`src/rtl/hash_op_ctrl.sv`:
```
// hash_op_ctrl: sequencing controller for a multi-way hash table held in URAM.
// It accepts one search/insert/delete request at a time, reads the addressed
// bucket, lets an external way arbiter pick a way, optionally writes one way
// back, and returns a response.
//
// Ports
//   clk, rst                        clock, synchronous active-high reset
//   op_valid/op_ready               request handshake
//   op_type/op_key/op_addr          00 search, 01 insert, 10 delete, 11 reserved
//   rd_en/rd_addr                   bucket read strobe and address
//   key_rd/opt_rd                   key and mode for the arbiter (opt_rd = 0: insert)
//   arbiter_result                  way-select vector, valid RD_LAT cycles after rd_en
//   wr_en/wr_addr/wr_way/wr_data    single-way write-back
//   rsp_valid/rsp_ready             response handshake
//   rsp_hit/rsp_full/rsp_way        key found / no free way / one-hot way used
//   op_cnt                          completed responses, wraps at 16 bits
module hash_op_ctrl #(
  parameter int NUM_MUL    = 4,
  parameter int DATA_WIDTH = 64,
  parameter int KEY_WIDTH  = 32,
  parameter int ADDR_WIDTH = 10,
  parameter int RD_LAT     = 2
) (
  input  logic                  clk,
  input  logic                  rst,
  input  logic                  op_valid,
  output logic                  op_ready,
  input  logic [1:0]            op_type,
  input  logic [KEY_WIDTH-1:0]  op_key,
  input  logic [ADDR_WIDTH-1:0] op_addr,
  output logic                  rd_en,
  output logic [ADDR_WIDTH-1:0] rd_addr,
  output logic [KEY_WIDTH-1:0]  key_rd,
  output logic [NUM_MUL-1:0]    opt_rd,
  input  logic [NUM_MUL-1:0]    arbiter_result,
  output logic                  wr_en,
  output logic [ADDR_WIDTH-1:0] wr_addr,
  output logic [NUM_MUL-1:0]    wr_way,
  output logic [DATA_WIDTH-1:0] wr_data,
  output logic                  rsp_valid,
  input  logic                  rsp_ready,
  output logic                  rsp_hit,
  output logic                  rsp_full,
  output logic [NUM_MUL-1:0]    rsp_way,
  output logic [15:0]           op_cnt
);

  typedef enum logic [2:0] {
    S_IDLE, S_READ, S_WAIT, S_EVAL, S_WRITE, S_RESP
  } state_t;

  typedef enum logic [1:0] {
    OP_SEARCH = 2'b00,
    OP_INSERT = 2'b01,
    OP_DELETE = 2'b10,
    OP_RSVD   = 2'b11
  } op_t;

  state_t                state, state_nxt;
  op_t                   lat_type;
  logic [KEY_WIDTH-1:0]  lat_key;
  logic [ADDR_WIDTH-1:0] lat_addr;
  logic [3:0]            lat_cnt;
  logic [NUM_MUL-1:0]    sel_way;
  logic [NUM_MUL-1:0]    way_reg;
  logic                  hit_reg;
  logic                  full_reg;
  logic [15:0]           cnt_reg;
  logic                  accept;
  logic                  eval_wr;
  logic [DATA_WIDTH-1:0] ins_data;

  // Lowest set bit of the arbiter vector (two's-complement isolate).
  assign sel_way = arbiter_result & (~arbiter_result + NUM_MUL'(1));

  assign accept  = (state == S_IDLE) && op_valid;
  assign eval_wr = (sel_way != '0) && ((lat_type == OP_INSERT) || (lat_type == OP_DELETE));

  always_comb begin
    ins_data                 = '0;
    ins_data[KEY_WIDTH-1:0]  = lat_key;
    ins_data[DATA_WIDTH-1]   = 1'b1;
  end

  // State register
  always_ff @(posedge clk) begin
    if (rst) state <= S_IDLE;
    else     state <= state_nxt;
  end

  // Next-state logic
  always_comb begin
    state_nxt = state;
    unique case (state)
      S_IDLE:  if (op_valid) state_nxt = (op_t'(op_type) == OP_RSVD) ? S_RESP : S_READ;
      // EVAL must land exactly RD_LAT cycles after READ, so WAIT spans
      // RD_LAT-1 cycles and is skipped entirely for single-cycle reads.
      S_READ:  state_nxt = (RD_LAT == 1) ? S_EVAL : S_WAIT;
      S_WAIT:  if (lat_cnt <= 4'd1) state_nxt = S_EVAL;
      S_EVAL:  state_nxt = eval_wr ? S_WRITE : S_RESP;
      S_WRITE: state_nxt = S_RESP;
      S_RESP:  if (rsp_ready) state_nxt = S_IDLE;
      default: state_nxt = S_IDLE;
    endcase
  end

  // Request latch, latency counter, response fields, op counter
  always_ff @(posedge clk) begin
    if (rst) begin
      lat_type <= OP_SEARCH;
      lat_key  <= '0;
      lat_addr <= '0;
      lat_cnt  <= '0;
      way_reg  <= '0;
      hit_reg  <= 1'b0;
      full_reg <= 1'b0;
      cnt_reg  <= '0;
    end else begin
      if (accept) begin
        lat_type <= op_t'(op_type);
        lat_key  <= op_key;
        lat_addr <= op_addr;
        way_reg  <= '0;
        hit_reg  <= 1'b0;
        full_reg <= 1'b0;
      end
      if (state == S_READ)      lat_cnt <= 4'(RD_LAT - 1);
      else if (state == S_WAIT) lat_cnt <= lat_cnt - 4'd1;
      if (state == S_EVAL) begin
        way_reg  <= sel_way;
        hit_reg  <= (sel_way != '0) && ((lat_type == OP_SEARCH) || (lat_type == OP_DELETE));
        full_reg <= (sel_way == '0) && (lat_type == OP_INSERT);
      end
      if ((state == S_RESP) && rsp_ready) cnt_reg <= cnt_reg + 16'd1;
    end
  end

  // Outputs
  always_comb begin
    op_ready  = (state == S_IDLE) && !rst;
    rd_en     = (state == S_READ);
    wr_en     = (state == S_WRITE);
    rsp_valid = (state == S_RESP);
    rd_addr   = lat_addr;
    wr_addr   = lat_addr;
    key_rd    = lat_key;
    opt_rd    = (lat_type == OP_INSERT) ? '0 : '1;
    wr_way    = way_reg;
    wr_data   = (lat_type == OP_INSERT) ? ins_data : '0;
    rsp_hit   = hit_reg;
    rsp_full  = full_reg;
    rsp_way   = way_reg;
    op_cnt    = cnt_reg;
  end

endmodule
```
`config.mk`:
```
export PLATFORM = sky130hd
export DESIGN_NAME = hash_op_ctrl
export DESIGN_NICKNAME = d
export VERILOG_FILES = /design/src/rtl/hash_op_ctrl.sv
export SDC_FILE = /design/constraint.sdc
export NUM_CORES = 1
export LEC_CHECK = 0
export CORE_ASPECT_RATIO = 1.25
export CORE_MARGIN = 2
export CORE_UTILIZATION = 39
export DETAILED_ROUTE_END_ITERATION = 10
export GPL_ROUTABILITY_DRIVEN = 0
export PLACE_DENSITY = 0.85
export SLEW_MARGIN = 20
export SYNTH_ARGS = -nofsm -noshare
export SYNTH_HDL_FRONTEND = slang
export SYNTH_SLANG_ARGS = --single-unit
export TNS_END_PERCENT = 5
```
`constraint.sdc`:
```
create_clock -name clk -period 1.8 [get_ports clk]
set_input_delay 0.36 -clock clk [delete_from_list [all_inputs] [get_ports clk]]
set_output_delay 0.36 -clock clk [all_outputs]
set_load 0.005 [all_outputs]
```
==> impl_metrics.yaml, run 1 <==
clock_network:
  tritoncts_num_sinks: 73
  cts_buffer_depth: 2
  clkSlewWorstSetupHoldPaths_ns: 0.07
  count_of_hold_buffers_inserted_by_post_cts_repair: 0
  cts_tree: "built"
  clock_insertion_delay_worst_skew_ns: 0.34
  htreeDepth: 3
  numCtsBuffers: 9
  cts.root.buffer_cell: "clkbuf_8"
worst_setup_path:
  start_kind: "flop"
  r2r_cells: 4
  worst-setup-path-type: "reg -> out"
  cp_slowest_stage_delay_ns: 0.34
  cp_slowest_cell: "dfxtp_2"
  cpMostUsedCell: "buf_12"
  crit_path_end_kind: "output pin"
  crit_required_ns: 1.44
  cp_cell_sequence: "inv_2 > ha_4 > buf_12 > buf_12 > and2_1 > clkbuf_2"
  crit_fanout: 7
  cp.arrival_ns: 1.41
synth:
  synthesis.instances: 449
  synthFlopType: "dfxtp_1"
  synth_seq_cells: 73
  syn-cell-area_sq_um: 3550
  async_flop_share_pct: 0
  post_synth_num_cell_types: 45
  synth_area_leaders: "dfxtp_1, nand2_1, buf_4"
  number_of_flops_mapped_to_enable_cells_by_yosys: 0
  post-synth-top-area-fraction_pct: 41.2
  avgSynthCellArea_sq_um: 7.91
  post-synth-top-area-cell: "dfxtp_1"
  yosys.cell_count.top_type: "nand2_1"
  share_of_synthesized_area_occupied_by_flip_flops_and_latches_pct: 41.2
  synth_top_cells_by_count: "nand2_1, dfxtp_1, a21oi_1"
  synth_warnings: 0
routing:
  route.final.wire_length_mm: 10.0
  viasPerCell: 4.77
  routedWlPerCell_microns: 13.6
  drt_first_iter_violations: 140
  post-route-drc-count: 0
  antenna_left: 0
  detailroute.via_count: 3518
  firstDrtPassIters: 4
timing:
  slew_headroom_pct: 50.7
  fin_crit_sh_pct: 98.6
  setup_total_negative_slack_ns: 0
  drv_slew: 0
  finalHoldViolations: 0
  setup-violations-final: 0
  clock.fmax_mhz: 563
  min_period_ns: 1.77
  timing.hold.ws_ns: 0.469
  rsz0062_at_grt: "true"
  fin_worst_skew_ns: 0.0108
  tightest_slew_ns: 0.740
layout:
  design.final.nets: 670
  layout.cell_area.non_filler_sq_um: 5400
  instances_no_fill: 738
  area_growth_syn_to_layout_pct: 52.2
  drive_above_1_share_pct: 15.1
pwr:
  peakVddDrop_v: 0.000530
  p_clk_share_pct: 22.1
  seq_power_share_pct: 36.5
  power.switching_fraction_pct: 34.2
  leakage_uw: 0.00214
  power.net_switching_uw: 2030
  cell_internal_pwr_uw: 3910
  cellPowerDensity_nw_per_um2: 1100
  comb_power_share_pct: 41.4
floorplanning:
  std_cell_rows: 38
  die_w_microns: 89.3
  placeableCoreArea_sq_um: 8750
  die_height_microns: 111
  floorplan.initialDensity_pct: 40.6
  boundaryPins: 202
  design.die.area_sq_um: 9890
worst_hold_path:
  worstHoldPathType: "reg -> reg"
  whs_path_depth: 2
placement:
  dp_hpwl_mm: 7.30
  placedCellCount: 715
  io_buffers: 170
  placed_cell_area_sq_um: 5240
global_routing:
  grt.total_usage_pct: 20.3
  grt_max_degree: 73
  grt_first_pass_wirelength_mm: 16.1
  grt_pass1_vias: 3409
  antenna_found_initial: 1
  grt_remaining_overflow: 0
flow_run:
  max-cap-violations: 0
status:
  run_status: "complete, no violations"
==> power by group through the flow <==
stage          combinational (uW)  clock, uW  sequential [uW]
5_1_grt                      2730       1420             2220
2_1_floorplan                1290          0             2140
4_1_cts                      2520       1360             2170
3_3_place_gp                 2350          0             2160
3_5_place_dp                 2430          0             2180
6_report                     2460       1310             2160
==> layout make-up <==
cell class	instances	area [sq um]
Clock inverter	5	62.6
Clock buffer	11	141
Inverter	8	32.5
Fill cell	786	3340
Timing Repair Buffer	196	1800
Antenna cell	1	2.50
Tap cell	120	150
Sequential cell	73	1470
Multi-Input combinational cell	324	1740
==> cells in the final DEF, fill, tap and decap left out, types with 3 or more instances in the layout <==
master           netlist  final
a21oi_1               58     58
and2_1                34     32
and3_1                 3      3
buf_12                 0      4
buf_2                  9      8
buf_4                 48     18
buf_6                  0      4
clkbuf_2               0     27
clkbuf_8               0     10
clkdlybuf4s50_1        0    128
conb_1                 1     31
dfxtp_1               73     69
dfxtp_2                0      3
dlygate4sd2_1          0      4
ha_1                   6      5
inv_1                  8      6
mux2i_1                3      3
nand2_1               98     98
nand3_1               10     10
nand3b_1               3      3
nand4_1                8      8
nor2_1                16     15
nor3_1                 3      3
o21ai_0                6      6
or3_1                  4      4
xor2_1                 9      9
==> through the flow <==
step / total power [uW] / setup slack, ns / util [%]
after floorplan: 3430 / 0.388 / -
after global placement: 4500 / -0.0843 / 59.9
after detailed placement: 4610 / -0.183 / 59.9
after CTS: 6050 / -0.213 / 63.4
after global routing: 6370 / -0.0367 / 61.8
final: 5940 / 0.0252 / 61.8
==> flip-flops by register name, summed over array words and instances, names as in the netlist <==
| register | count |
|---|---|
| rd_addr | 10 |
| rsp_hit | 1 |
| state | 3 |
| rsp_full | 1 |
| lat_cnt | 4 |
| key_rd | 32 |
| rsp_way | 4 |
| op_cnt | 16 |
| lat_type | 2 |
==> cells by family after synthesis <==
group / after synthesis / synth area share, %
flip-flops: 73 / 41.2
buffers and inverters: 82 / 14.1
XOR/XNOR: 11 / 2.71
AO/OA/AOI/OAI: 76 / 11.7
AND/OR/NAND/NOR: 197 / 27.2
multiplexers: 3 / 0.846
other: 1 / 0.106
adder cells (fa/ha/maj): 6 / 2.11
==> path summary, 6_finish.rpt <==
check	startpoint	to	slack (ns)
worst max-delay path	lat_type[1]	wr_data[9]	0.03
worst min-delay path	key_rd[14]	key_rd[14]	0.47
worst max register to register	op_cnt[3]	op_cnt[15]	0.14
worst min register to register	key_rd[14]	key_rd[14]	0.47
==> timing repair <==
action / 4_1_cts / 5_1_grt
resized for setup: 106 / 39
gates cloned: 2 / 0
setup buffers: 4 / 1
hold endpoints to repair: 0 / 0
endpoints found under the setup margin: 41 / 37
pin swaps: 1 / 1
==> metal layers <==
metal / wire (microns) / track usage [%] / part of all wire (%)
met5: 0 / 0 / 0
met4: 292 / 8.36 / 2.9
met3: 631 / 3.80 / 6.3
met2: 5410 / 37.1 / 54
met1: 3690 / 21.9 / 37
==> worst max-delay path, delay by kind of cell (launching register included) <==
kind / cells / cell delay, ns
buf+inv: 4 / 0.41
flops: 1 / 0.34
fa+ha+maj: 1 / 0.17
simple gates: 1 / 0.16
(Power assumes the default switching activity.)
==> run 2: changes to the inputs <==
CTS_CLUSTER_DIAMETER = 50   (was unset)
==> results of run 2 <==
Final layout, timing and power as in run 1 (identical DEF).
